===== src/rtl/wshb_arbiter.sv =====
// Two-master / one-slave classic Wishbone arbiter with registered one-hot grant,
// fair alternation on ties and optional ack-count preemption.
module wshb_arbiter #(
    parameter int AW        = 32,
    parameter int DW        = 32,
    parameter int MAX_BURST = 64
) (
    input  logic            CLK,
    input  logic            NRST,

    input  logic            m0_cyc,
    input  logic            m0_stb,
    input  logic            m0_we,
    input  logic [AW-1:0]   m0_adr,
    input  logic [DW-1:0]   m0_dat_ms,
    input  logic [DW/8-1:0] m0_sel,
    output logic [DW-1:0]   m0_dat_sm,
    output logic            m0_ack,

    input  logic            m1_cyc,
    input  logic            m1_stb,
    input  logic            m1_we,
    input  logic [AW-1:0]   m1_adr,
    input  logic [DW-1:0]   m1_dat_ms,
    input  logic [DW/8-1:0] m1_sel,
    output logic [DW-1:0]   m1_dat_sm,
    output logic            m1_ack,

    output logic            s_cyc,
    output logic            s_stb,
    output logic            s_we,
    output logic [AW-1:0]   s_adr,
    output logic [DW-1:0]   s_dat_ms,
    output logic [DW/8-1:0] s_sel,
    input  logic [DW-1:0]   s_dat_sm,
    input  logic            s_ack,

    output logic [1:0]      gnt
);

    localparam logic [1:0] IDLE = 2'b00;
    localparam logic [1:0] G0   = 2'b01;
    localparam logic [1:0] G1   = 2'b10;

    localparam int CW  = (MAX_BURST > 0) ? $clog2(MAX_BURST + 1) : 1;
    localparam int PRE = (MAX_BURST > 0) ? MAX_BURST - 1 : 0;
    localparam logic [CW-1:0] CNT_MAX = CW'(MAX_BURST);
    localparam logic [CW-1:0] CNT_PRE = CW'(PRE);

    logic [1:0]    state_q, state_d;
    logic          last_q, last_d;     // 1 = M1 served last
    logic [CW-1:0] cnt_q, cnt_d;

    logic g0, g1;
    logic ack0, ack1;
    logic burst_done;

    assign g0 = (state_q == G0);
    assign g1 = (state_q == G1);

    // Acks are only forwarded to the granted master while it still holds cyc.
    assign ack0 = g0 & s_ack & m0_cyc;
    assign ack1 = g1 & s_ack & m1_cyc;

    // Saturated counter keeps this true until the other master shows up.
    assign burst_done = (MAX_BURST > 0) && (cnt_q >= CNT_PRE);

    always_comb begin
        state_d = state_q;
        last_d  = last_q;
        cnt_d   = cnt_q;

        case (state_q)
            IDLE: begin
                if (m0_cyc && m1_cyc) begin
                    state_d = last_q ? G0 : G1;
                end else if (m0_cyc) begin
                    state_d = G0;
                end else if (m1_cyc) begin
                    state_d = G1;
                end
            end
            G0: begin
                if (!m0_cyc) begin
                    state_d = m1_cyc ? G1 : IDLE;
                    last_d  = 1'b0;
                end else if (ack0 && m1_cyc && burst_done) begin
                    state_d = G1;
                    last_d  = 1'b0;
                end
            end
            G1: begin
                if (!m1_cyc) begin
                    state_d = m0_cyc ? G0 : IDLE;
                    last_d  = 1'b1;
                end else if (ack1 && m0_cyc && burst_done) begin
                    state_d = G0;
                    last_d  = 1'b1;
                end
            end
            default: state_d = IDLE;
        endcase

        if (state_d != state_q) begin
            cnt_d = '0;
        end else if ((ack0 || ack1) && (cnt_q < CNT_MAX)) begin
            cnt_d = cnt_q + 1'b1;
        end
    end

    always_ff @(posedge CLK) begin
        if (!NRST) begin
            state_q <= IDLE;
            last_q  <= 1'b1;
            cnt_q   <= '0;
        end else begin
            state_q <= state_d;
            last_q  <= last_d;
            cnt_q   <= cnt_d;
        end
    end

    assign gnt = state_q;

    always_comb begin
        s_cyc    = 1'b0;
        s_stb    = 1'b0;
        s_we     = 1'b0;
        s_adr    = '0;
        s_dat_ms = '0;
        s_sel    = '0;
        if (g0) begin
            s_cyc    = m0_cyc;
            s_stb    = m0_stb;
            s_we     = m0_we;
            s_adr    = m0_adr;
            s_dat_ms = m0_dat_ms;
            s_sel    = m0_sel;
        end else if (g1) begin
            s_cyc    = m1_cyc;
            s_stb    = m1_stb;
            s_we     = m1_we;
            s_adr    = m1_adr;
            s_dat_ms = m1_dat_ms;
            s_sel    = m1_sel;
        end
    end

    assign m0_ack    = ack0;
    assign m1_ack    = ack1;
    assign m0_dat_sm = s_dat_sm;
    assign m1_dat_sm = s_dat_sm;

endmodule


===== config.mk =====
export PLATFORM = sky130hd
export DESIGN_NAME = wshb_arbiter
export DESIGN_NICKNAME = d
export VERILOG_FILES = /design/src/rtl/wshb_arbiter.sv
export SDC_FILE = /design/constraint.sdc
export NUM_CORES = 1
export LEC_CHECK = 0
export BUFFER_PORTS_ARGS = -buffer_cell sky130_fd_sc_hd__buf_2
export CORE_AREA = 2 2 123 125
export DETAILED_ROUTE_END_ITERATION = 16
export DIE_AREA = 0 0 125 127
export MAX_ROUTING_LAYER = met4
export PLACE_DENSITY = 0.54
export SLEW_MARGIN = 20
export SYNTH_ARGS = -nofsm -noshare
export SYNTH_HDL_FRONTEND = slang
export SYNTH_SLANG_ARGS = --single-unit

===== constraint.sdc =====
create_clock -name CLK -period 2.2 [get_ports CLK]
set_clock_uncertainty 0.05 [all_clocks]
set_input_delay 0.44 -clock CLK [delete_from_list [all_inputs] [get_ports CLK]]
set_output_delay 0.44 -clock CLK [all_outputs]
set_load 0.02 [all_outputs]

* Yosys cells after proc, flatten, opt, wreduce, memory -nomap -nowiden
Index checks and enable logic that the tools add are counted.
** Operators by class
- Add/subtract/negate cells :: 1
- Muxes and demuxes :: 28
- Multiply operators :: 0
- Bitwise operators :: 5
- Order comparisons :: 2
- Reduce and logical (&&, ||, !) cells :: 11
- Shift-type cells :: 0
- Divide/modulo/power cells :: 0
- Equality and inequality tests :: 5
** Operators with widths (number)
- 2-to-1 mux 32 bit :: 4
- 2-to-1 mux 2 bit :: 9
- 2-to-1 mux 1 bit :: 11
- 2-to-1 mux 4 bit :: 2
- adder 7 x 1 -> 7 bit (second input constant) :: 1
- greater-or-equal comparator 7 x 6 -> 1 bit (second input constant) :: 1
- < comparator 7 bit (second input constant) :: 1
- logical AND 1 bit :: 6
- != test 3 x 2 -> 1 bit (second input constant) :: 2
- case mux 2 bit (3 select lines) :: 1
- bitwise AND 1 bit :: 4
- AND reduction 3 bit :: 1
- == test 2 x 1 -> 1 bit (second input constant) :: 1
- == test 2 bit (second input constant) :: 1
- logical NOT 2 bit :: 1
- != test 2 bit :: 1
- case mux 1 bit (2 select lines) :: 1
- nonzero test 2 bit :: 1
- OR reduction 2 bit :: 1
- logical OR 1 bit :: 1
- inverter 1 bit :: 1
** Storage, ports and cells
- Word-level logic and storage cells :: 55
- Output and inout port bits :: 139
- Bits in latches :: 0
- Memory bits (read-only) :: 0
- Input port bits :: 177
- Memories kept :: 0
- Bits in writable memories :: 0
- Bits in registers :: 10

* Longest topological paths before layout
Gate-level depths: netlist (run 1).
- Word-level depth :: 10
- Depth in mapped cells :: 7
- Depth with buffers taken out :: 7

* Worst setup path after synthesis (run 1)
OpenSTA, ideal clock, no wires.
- Path kind :: reg2out
- Start :: register state_q[1] (netlist: gnt[1])
- End :: output port s_adr[0]
- Arrival time :: 1.974 ns
- Path slack :: -0.264 ns
- Cell stages (with the launch flop) :: 8
- Data required time :: 1.710 ns
- Buffers on the path :: 3
- Cell sequence :: dfxtp_1 inv_1 ha_1 clkbuf_1 nor2b_1 clkbuf_1 clkbuf_1 a22o_1
** Between the ends
- Cells in the longest elaborated chain, start to end :: 3
- Elaborated cells on any way between the ends :: 4
- Those cells by class :: eq/ne (2); mux (2)
** RTL lines
- start: declaration :: line 50 : logic [1:0] state_q, state_d;
- start signal: assignment :: line 117 : state_q <= state_d;
- == test 2 bit :: line 59 : assign g1 = (state_q == G1);
- 2-to-1 mux 32 bit :: line 139 : end else if (g1) begin
- 2-to-1 mux 32 bit (*) :: line 132 : if (g0) begin
- end: declaration :: line 32 : output logic [AW-1:0] s_adr,
Every way passes the cells marked *; elsewhere a longest branch is shown, timed or not.

* Final worst setup path (run 1)
- Start :: register state_q[0] (netlist: gnt[0])
- End :: output port s_adr[20]
The elaborated chain is that of the path after synthesis.

==> qor.csv, run 1 <==
stage,metric,value,unit
drt,wl_per_cell,17.63,um
timing,hold_slack,0.3720,ns
final_layout,num-fill-cells,1653,
yosys,avgSynthCellArea,8.047,um^2
floorplanning,io_pins,316,
drt,vias,2499,
critical_path,arrival,1.68,ns
timing,finalCriticalPeriod,2.172,ns
floorplanning,die-area,0.01588,mm^2
drt,drtIter0Drc,81,
final_layout,multiInputGateArea,0.001318,mm^2
yosys,synth_flop_cell,dfxtp_1,
timing,setup_viol,0,
critical_path,r2r-start,gnt[0],
global_route,antenna_found_initial,1,
clock_tree,cts_max_level,1,
critical_path,cp_num_buf_inv,4,
yosys,synth.most_common_cell,a22o_1,
clock_tree,cts-hold-fix-buffers,0,
critical_path,path_class,flip-flop to output pin,
critical_path,critPathMaxFanout,9,
final_layout,stdcell_area,0.003288,mm^2
critical_path,rr_worst_depth,9,
placement,portBuffers,219,
clock_tree,path_clk_slew,0.04,ns
drt,drt-total-wl,10.35,mm
global_route,grt_pass1_vias,2434,
floorplanning,start_util,13.45,%
min_path,hp-class,primary input to flip-flop,
drt,ant_nets,0,
yosys,synth_commonest_cells,"a22o_1, buf_4, clkbuf_1, dfxtp_1, nor2_1",
critical_path,crit_required,1.71,ns
floorplanning,core,0.01442,mm^2
clock_tree,cts_sinks,10,
yosys,synth_top_cells_by_area,"a22o_1, buf_4, dfxtp_1",
final_layout,diodes,0,
critical_path,r2r-end,cnt_q[6],
yosys,syn_area,0.001939,mm^2
timing,setup_tns,0,ns
min_path,whs_endpoint,last_q,
timing,fin_crit_sh,98.71,%
floorplanning,die_w,125,um
drt,drt_pre_antenna_iters,5,
final_layout,seq_area,207.7,um^2
timing,slew-limit-headroom,63.61,%
clock_tree,clkLatencyLatePin,0.24,ns
outcome,status,completed,
clock_tree,cts_tree,done,
global_route,overflow,0,
drt,drc_errors,0,
global_route,grt_max_degree,37,
yosys,synth-seq-area-share,10.32,%
yosys,synth_edf_count,0,
final_layout,drive_above_1_share,67.99,%
placement,placed_cell_area,0.002942,mm^2
global_route,grt_pass1_wl,14.30,mm
clock_tree,cts_buffers,3,
yosys,syn_nets,423,
min_path,min_from,NRST,
yosys,synth-seq-cells,10,
clock_tree,clockBufferDepth,2,
pwr,power.density,668.9,mW/mm^2
critical_path,critPathSlowestCell,dfxtp_4,
critical_path,r2r_slack,0.10,ns
critical_path,path_cells,"buf_4, ha_4, nor2b_4, buf_12, clkbuf_16, a22o_1, buf_6",
pwr,p_leak,1.729,nW
timing,rsz0062_at_grt,true,
yosys,synthDistinctLibCells,44,
pwr,fin_total_pwr,0.002200,W
final_layout,area_growth,69.55,%
yosys,yosys.area.top_type_share,31.61,%
timing,max_freq,460.5,MHz
critical_path,slowest_delay,0.35,ns
critical_path,critPathLaunchType,flip-flop,
min_path,worstHoldPathCells,2,
yosys,synth_top_area_cell,a22o_1,
critical_path,end_kind,output pin,
final_layout,nets,586,
timing,finalHoldViolCount,0,
yosys,async_flop_share,0,%
yosys,synth_cells,241,
critical_path,critPathTopFamily,buffers and inverters,
job,max_cap_viol_count,0,
clock_tree,root_buffer,clkbuf_16,
yosys,synth_warnings,0,
timing,worstMarginPinSlew,0.5433,ns
placement,dp_hpwl,8.471,mm
drt,vias_per_cell,4.257,
placement,placed_cells,572,
placement,place.gp.congestion,0.8317,
timing,maxSlewViolCount,0,
floorplanning,chipHeight,127,um
pwr,ir_worst_vdd,300.7,uV
final_layout,stdcell_count,587,
floorplanning,num_rows,44,
global_route,grt_use_total,11.81,%
## kinds of logic after synthesis
kind of cell    synth area share [%]
xor+xnor                       2.258
simple gates                   11.10
compound gates                 42.52
mux                            1.677
flops                          10.32
fa+ha+maj                      3.226
buf+inv                        28.90
## registers in the layout, summed over array words and instances (netlist names)
signal	flops
cnt_q	7
gnt	2
last_q	1
## worst max path at each step
stage | start | endpoint | slack (ns) | cells past startpoint
finish | gnt[0] | s_adr[20] | 0.03 | 7
global route | gnt[0] | s_adr[20] | -0.01 | 7
CTS | gnt[0] | s_adr[13] | 0.003 | 7
detailed placement | gnt[1] | s_adr[4] | 0.08 | 6
global placement | gnt[0] | s_adr[4] | 0.11 | 6
floorplan | gnt[1] | s_adr[10] | -0.02 | 7
## layout make-up
class | instances | share of cell area [%]
Clock buffer | 4 | 2.702
Inverter | 3 | 0.4186
Multi-Input combinational cell | 146 | 40.07
Sequential cell | 10 | 6.317
Tap cell | 184 | 7.002
Timing Repair Buffer | 240 | 43.49
## per-stage QoR
stage	utilization [%]	setup WS [ns]
final	22.80	0.02827
after global routing	22.80	-0.009823
after CTS	22.12	0.002857
after detailed placement	20.39	0.07944
after global placement	20.39	0.1100
after floorplan	-	-0.02045
## what timing repair did
action	in CTS	in global routing
setup endpoints to repair	70	34
hold endpoints to repair	0	0
gates cloned	2	1
buffers inserted	7	1
pin swaps	1	4
gates resized for setup	12	22
## metal layers
metal / GRT usage (%) / wire length [um] / vias to the layer above
li1: - / - / 1178
met1: 14.77 / 4294 / 1142
met2: 20.27 / 5141 / 169
met3: 2.596 / 853 / 10
met4: 1.307 / 59 / 0
met5: - / 0 / -
## cell usage in the layout (no fill, tap or decap), types with 2 or more instances in the layout
master / n
mux2_2: 2
ha_1: 2
nand2b_1: 4
nor2b_1: 2
buf_2: 201
dfxtp_1: 8
nand4_1: 4
a22o_4: 11
xor2_1: 4
buf_12: 4
and3_1: 2
buf_4: 30
a22o_1: 59
buf_16: 3
ha_4: 2
o21ai_0: 5
dfxtp_4: 2
o21ba_2: 2
nand2_1: 6
a31oi_1: 2
clkbuf_16: 4
a21oi_1: 4
nor2_1: 9
## where the power goes
group / internal, W / total [W] / leakage, nW / switching, W
logic: 0.000735 / 0.00162 / 1.60 / 0.000886
clock network: 0.000274 / 0.000366 / 0.0442 / 0.0000919
registers: 0.000198 / 0.000213 / 0.0825 / 0.0000151
total: 0.00121 / 0.00220 / 1.73 / 0.000993
(Power assumes the default switching activity.)
==> run 2, diff against run 1 <==
RECOVER_POWER = 100   (was unset)
==> run 2 against run 1 <==
Net effect: total power is 0.12% lower; sequential share of layout area about the same; maximum frequency about the same; die area unchanged; register-to-register slack hardly changed; hold slack about the same; sequential cell count is the same; via count decreased by 0.28%; critical path type unchanged; largest power group unchanged; highest routed layer unchanged.
==> qor.csv, run 2 (synthesized netlist as in run 1, its figures left out) <==
stage,metric,value,unit,change
drt,wl_per_cell,17.66,um,+0.19%
timing,worstMarginPinSlew,0.5484,ns,+0.005053 ns
global_route,grt_pass1_wl,14.30,mm,unchanged
clock_tree,cts_max_level,1,,unchanged
critical_path,crit_required,1.71,ns,about the same
final_layout,diodes,0,,unchanged
floorplanning,chipHeight,127,um,unchanged
critical_path,cp.depth,7,,unchanged
timing,maxSlewViolCount,0,,unchanged
drt,drt_pre_antenna_iters,4,,-1
critical_path,cp_num_buf_inv,4,,unchanged
drt,drc_errors,0,,unchanged
min_path,hp-class,primary input to flip-flop,,
clock_tree,cts_sinks,10,,unchanged
drt,drtIter0Drc,81,,unchanged
critical_path,rr_worst_depth,6,,-3
critical_path,r2r-end,cnt_q[6],,
pwr,p_seq_share,9.7,%,about the same
timing,fin_crit_sh,98.72,%,about the same
pwr,ir_worst_vdd,300.8,uV,about the same
global_route,grt_use_total,11.81,%,unchanged
timing,finalCriticalPeriod,2.172,ns,+0.00006090 ns
critical_path,r2r_slack,0.10,ns,about the same
timing,slew-limit-headroom,63.27,%,-0.34 points
critical_path,path_class,flip-flop to output pin,,
pwr,comb_power_share,73.6,%,about the same
clock_tree,path_clk_slew,0.04,ns,about the same
job,max_cap_viol_count,0,,unchanged
final_layout,area_growth,69.16,%,
floorplanning,start_util,13.45,%,unchanged
placement,place.gp.congestion,0.8317,,unchanged
clock_tree,clkLatencyLatePin,0.24,ns,about the same
clock_tree,cts-hold-fix-buffers,0,,unchanged
critical_path,r2r-start,cnt_q[1],,
pwr,sw_frac_of_total,45.26,%,+0.13 points
placement,placed_cell_area,0.002942,mm^2,unchanged
final_layout,nets,586,,unchanged
final_layout,stdcell_area,0.003281,mm^2,-0.23%
floorplanning,io_pins,316,,unchanged
final_layout,top_register,cnt_q,,
floorplanning,num_rows,44,,unchanged
min_path,worstHoldPathCells,2,,unchanged
clock_tree,root_buffer,clkbuf_16,,
drt,drt-total-wl,10.37,mm,+0.19%
clock_tree,cts_buffers,3,,unchanged
timing,max_freq,460.5,MHz,about the same
critical_path,end_kind,output pin,,
critical_path,critPathMaxFanout,9,,unchanged
final_layout,layout_common_cells,"buf_2, a22o_1, buf_4",,
drt,vias_per_cell,4.245,,-0.28%
floorplanning,core,0.01442,mm^2,unchanged
drt,ant_nets,0,,unchanged
timing,finalHoldViolCount,0,,unchanged
floorplanning,die_w,125,um,unchanged
final_layout,mostFrequentLayoutCell,buf_2,,
critical_path,arrival,1.68,ns,about the same
clock_tree,clockBufferDepth,2,,unchanged
clock_tree,cts_tree,done,,
pwr,pwr-share-clk,16.7,%,about the same
global_route,grt_max_degree,37,,unchanged
min_path,min_from,NRST,,
placement,placed_cells,572,,unchanged
global_route,overflow,0,,unchanged
final_layout,drive_above_1_share,67.00,%,-0.99 points
placement,place_ws,0.07944,ns,unchanged
pwr,power.switching,0.0009944,W,+0.18%
final_layout,largest_reg_flops,7,,unchanged
pwr,p_leak,1.711,nW,-1.0%
floorplanning,die-area,0.01588,mm^2,unchanged
pwr,power.density,669.7,mW/mm^2,+0.11%
timing,rsz0062_at_grt,true,,
global_route,antenna_found_initial,1,,unchanged
outcome,status,completed,,
critical_path,critPathSlowestCell,dfxtp_4,,
pwr,internal_power,0.001203,W,-0.36%
global_route,grt_pass1_vias,2434,,unchanged
min_path,whs_endpoint,last_q,,
critical_path,critPathLaunchType,flip-flop,,
critical_path,slowest_delay,0.35,ns,about the same
placement,dp_hpwl,8.471,mm,unchanged
drt,vias,2492,,-0.28%
timing,fin_ws,0.02821,ns,-0.00006090 ns
placement,portBuffers,219,,unchanged
final_layout,stdcell_count,587,,unchanged
timing,setup_viol,0,,unchanged
critical_path,critPathTopFamily,buffers and inverters,,
critical_path,path_cells,"buf_4, ha_4, nor2b_4, buf_12, clkbuf_16, a22o_1, buf_6",,
-- run 2: worst max-delay path by stage --
stage	from	endpoint	slack [ns]
2_1_floorplan	gnt[1]	s_adr[10]	-0.02
3_3_place_gp	gnt[0]	s_adr[4]	0.11
3_5_place_dp	gnt[1]	s_adr[4]	0.08
4_1_cts	gnt[0]	s_adr[13]	0.003
5_1_grt	gnt[0]	s_adr[20]	-0.01
6_report	gnt[0]	s_adr[20]	0.03
-- run 2: worst reg2reg max path: stages (launching register included) --
cell	delay [ns]
dfxtp_1	0.37
ha_2	0.23
a211oi_4	0.28
nor3_1	0.11
a221o_1	0.38
o311ai_4	0.46
nor2_1	0.09
-- run 2: power by group through the flow --
stage / combinational [W] / sequential, W / clock [W]
after detailed placement: 0.00143 / 0.000221 / 0
final: 0.00162 / 0.000213 / 0.000366
after CTS: 0.00156 / 0.000211 / 0.000374
after global routing: 0.00170 / 0.000216 / 0.000379
after floorplan: 0.00103 / 0.000225 / 0
after global placement: 0.00144 / 0.000219 / 0
-- run 2: stage by stage --
step | hold WS [ns] | util (%) | TNS (ns) | total power, W
5_1_grt | 0.3750 | 22.74 | -0.01330 | 0.002299
6_report | 0.3719 | 22.74 | 0 | 0.002197
3_5_place_dp | 0.5192 | 20.39 | 0 | 0.001654
2_1_floorplan | 0.4662 | - | -1.227 | 0.001258
3_3_place_gp | 0.5112 | 20.39 | 0 | 0.001659
4_1_cts | 0.3632 | 22.12 | 0 | 0.002145
-- run 2: layer usage --
layer	wire, um	GRT usage, %
met1	4346	14.77
met2	5146	20.27
met3	816	2.596
met4	59	1.307
met5	0	-
-- run 2: cell type report --
cell class / instances / area, um^2
well taps: 184 / 230.2
flip-flops and latches: 10 / 207.7
inverters: 3 / 13.76
multi-input cells: 146 / 1318
clock buffers: 4 / 88.84
repair buffers: 240 / 1423
fillers: 1657 / 11140
-- run 2: repair_timing --
action                                  in CTS  in global routing
gates resized for setup                     12                 22
gates cloned                                 2                  1
endpoints found under the setup margin      70                 34
setup buffers                                7                  1
pin swaps                                    1                  4
==> run 3, diff against run 2 <==
ABC_AREA = 1   (was unset)
CORE_AREA = 2 2 124 126   (was 2 2 123 125)
DIE_AREA = 0 0 126 128   (was 0 0 125 127)
PLACE_DENSITY = 0.56   (was 0.54)
clock period = 1.9 ns   (was 2.2 ns; I/O delays follow)
==> run 3 against run 2 <==
Net effect: die area increased by 1.6%; via count increased by 21%; largest cell class is now multi-input combinational cells; sequential cell count unchanged; area after synthesis increased by 16%; clock power increased by 13%; global-route usage decreased by 1.7 points; register-to-register slack about the same; first-iteration DRC count increased by 99%; sequential power increased by 12%; non-clock buffer count increased by 1; total power decreased by 3.8%; the flow now finishes with violations (setup timing).
==> qor.csv, run 3 <==
stage,metric,value,unit,change
critical_path,r2r-start,gnt[1],,
outcome,status,finished with violations,,
yosys,synth_cells,403,,+67%
yosys,synth_commonest_cells,"nand2_1, nand3_1, buf_4, clkbuf_1, inv_1",,
yosys,async_flop_share,0,%,unchanged
drt,drt-total-wl,9.069,mm,-13%
critical_path,path_class,flip-flop to output pin,,
final_layout,layout_common_cells,"buf_2, nand2_1, nand3_1",,
timing,slew-limit-headroom,82.61,%,+19 points
clock_tree,cts_tree,done,,
global_route,grt_pass1_vias,2531,,+4.0%
yosys,synth_top_cells_by_area,"nand2_1, buf_4, nand3_1",,
timing,setup_viol,16,,+16
floorplanning,die_w,126,um,+0.80%
critical_path,critPathMaxFanout,16,,+7
final_layout,area_growth,60.13,%,
critical_path,crit_required,1.47,ns,-0.24 ns
global_route,grt_pass1_wl,13.10,mm,-8.4%
global_route,grt_use_total,10.09,%,-1.7 points
timing,maxSlewViolCount,0,,unchanged
floorplanning,core,0.01486,mm^2,+3.1%
min_path,hp-class,primary input to flip-flop,,
yosys,syn_nets,585,,+38%
timing,max_freq,519.9,MHz,
drt,drc_errors,0,,unchanged
final_layout,final_util,24.14,%,+1.4 points
global_route,antenna_found_initial,0,,-1
critical_path,arrival,1.49,ns,-0.19 ns
min_path,worstHoldPathCells,3,,+1
critical_path,crit_path_start,gnt[1],,
timing,fin_ws,-0.02354,ns,-0.05176 ns
timing,finalCriticalPeriod,1.924,ns,
pwr,power.density,588.9,mW/mm^2,-12%
critical_path,critPathLaunchType,flip-flop,,
drt,drtIter0Drc,161,,+99%
timing,hold_slack,0.4141,ns,+0.04216 ns
clock_tree,cts_buffers,3,,unchanged
final_layout,drive_above_1_share,50.98,%,-16 points
final_layout,mostFrequentLayoutCell,buf_2,,
final_layout,largest_reg_flops,7,,unchanged
yosys,synth-seq-area-share,8.934,%,-1.4 points
clock_tree,cts-hold-fix-buffers,0,,unchanged
floorplanning,io_pins,316,,unchanged
timing,fin_crit_sh,101.2,%,
global_route,grt_max_degree,40,,+8.1%
clock_tree,path_clk_slew,0.04,ns,about the same
drt,drt_pre_antenna_iters,4,,unchanged
placement,place.gp.congestion,0.8360,,+0.52%
drt,wl_per_cell,12.11,um,-31%
critical_path,r2r_slack,0.10,ns,about the same
yosys,syn_area,0.002241,mm^2,+16%
critical_path,r2r-end,cnt_q[0],,
pwr,fin_total_pwr,0.002113,W,-3.8%
yosys,avgSynthCellArea,5.561,um^2,-31%
yosys,synth_warnings,0,,unchanged
pwr,ir_worst_vdd,372.1,uV,+24%
critical_path,critical_path.endpoint,s_dat_ms[23],,
critical_path,rr_worst_depth,14,,+8
yosys,synth_edf_count,0,,unchanged
yosys,synth_top_area_cell,nand2_1,,
outcome,violations,setup timing,,
clock_tree,root_buffer,clkbuf_16,,
timing,worstMarginPinSlew,0.2600,ns,-0.2884 ns
final_layout,diodes,0,,unchanged
drt,vias,3011,,+21%
timing,rsz0062_at_grt,true,,
yosys,synth-seq-cells,10,,unchanged
clock_tree,clockBufferDepth,2,,unchanged
drt,vias_per_cell,4.020,,-5.3%
floorplanning,die-area,0.01613,mm^2,+1.6%
clock_tree,cts_max_level,1,,unchanged
final_layout,nets,744,,+27%
timing,finalHoldViolCount,0,,unchanged
global_route,overflow,0,,unchanged
yosys,synthDistinctLibCells,24,,-45%
placement,place_ws,0.1252,ns,+0.04575 ns
clock_tree,cts_sinks,10,,unchanged
floorplanning,num_rows,45,,+2.3%
pwr,p_leak,2.135,nW,+25%
placement,portBuffers,219,,unchanged
drt,ant_nets,0,,unchanged
job,max_cap_viol_count,0,,unchanged
yosys,yosys.area.top_type_share,26.47,%,-5.1 points
yosys,synth_flop_cell,dfxtp_1,,
floorplanning,start_util,15.08,%,+1.6 points
placement,dp_hpwl,7.149,mm,-16%
floorplanning,chipHeight,128,um,+0.79%
yosys,synth.most_common_cell,nand2_1,,
clock_tree,clkLatencyLatePin,0.23,ns,about the same
final_layout,top_register,cnt_q,,
critical_path,end_kind,output pin,,
run 3: area by class of cell:
cell class,count,area [um^2]
Tap cell,188,235.2
Timing Repair Buffer,241,1486
Fill cell,1709,11280
Inverter,17,76.32
Clock buffer,4,88.84
Multi-Input combinational cell,289,1493
Sequential cell,10,209.0
run 3: metal layers:
layer / track usage, % / vias to the layer above / share of wire [%]
met5: - / - / 0
met4: 0.5818 / 0 / 0.44
met3: 2.880 / 4 / 8.1
met2: 17.58 / 168 / 51
met1: 12.18 / 1308 / 41
li1: - / 1531 / -
run 3: where the power goes:
| group | leakage (nW) | internal [W] | switching (W) |
|---|---|---|---|
| Clock | 0.0442 | 0.000316 | 0.0000982 |
| Combinational | 2.01 | 0.000613 | 0.000848 |
| Sequential | 0.0830 | 0.000225 | 0.0000129 |
| Total | 2.14 | 0.00115 | 0.000959 |
run 3: repair_timing:
action | 4_1_cts | 5_1_grt
setup endpoints to repair | 70 | 74
buffers inserted | 1 | 3
pin swaps | 1 | 15
gates resized for setup | 42 | 31
hold endpoints to repair | 0 | 0
cloned | 1 | 1
run 3: kinds of logic (layout without fill, tap and decap cells):
group	Yosys count	count (layout)	share of synthesized area, %
compound gates	7	7	1.731
xor+xnor	5	5	1.954
fa+ha+maj	5	5	2.792
buf+inv	104	262	28.53
flops	10	10	8.933
simple gates	272	272	56.06
run 3: how the worst min path moves through the flow:
stage	from	to	slack [ns]
3_3_place_gp	last_q	last_q	0.41
4_1_cts	NRST	gnt[0]	0.41
2_1_floorplan	last_q	last_q	0.39
5_1_grt	NRST	gnt[1]	0.44
6_report	NRST	gnt[0]	0.41
3_5_place_dp	last_q	last_q	0.42
run 3: critical path, cell delays in order (launching register included):
cell	delay (ns)
dfxtp_4	0.37
inv_4	0.04
ha_4	0.19
inv_6	0.09
bufbuf_16	0.29
nand3_1	0.07
nand2_1	0.07
buf_4	0.13
run 3: through the flow:
| step | std cells | setup TNS [ns] | area [um^2] |
|---|---|---|---|
| 6_report | 749 | -0.1804 | 3588 |
| 5_1_grt | 749 | -3.330 | 3588 |
| 4_1_cts | 745 | -0.5151 | 3445 |
| 3_5_place_dp | 739 | 0 | 3201 |
| 3_3_place_gp | 739 | 0 | 3201 |
| 2_1_floorplan | 403 | -0.9059 | 2243 |
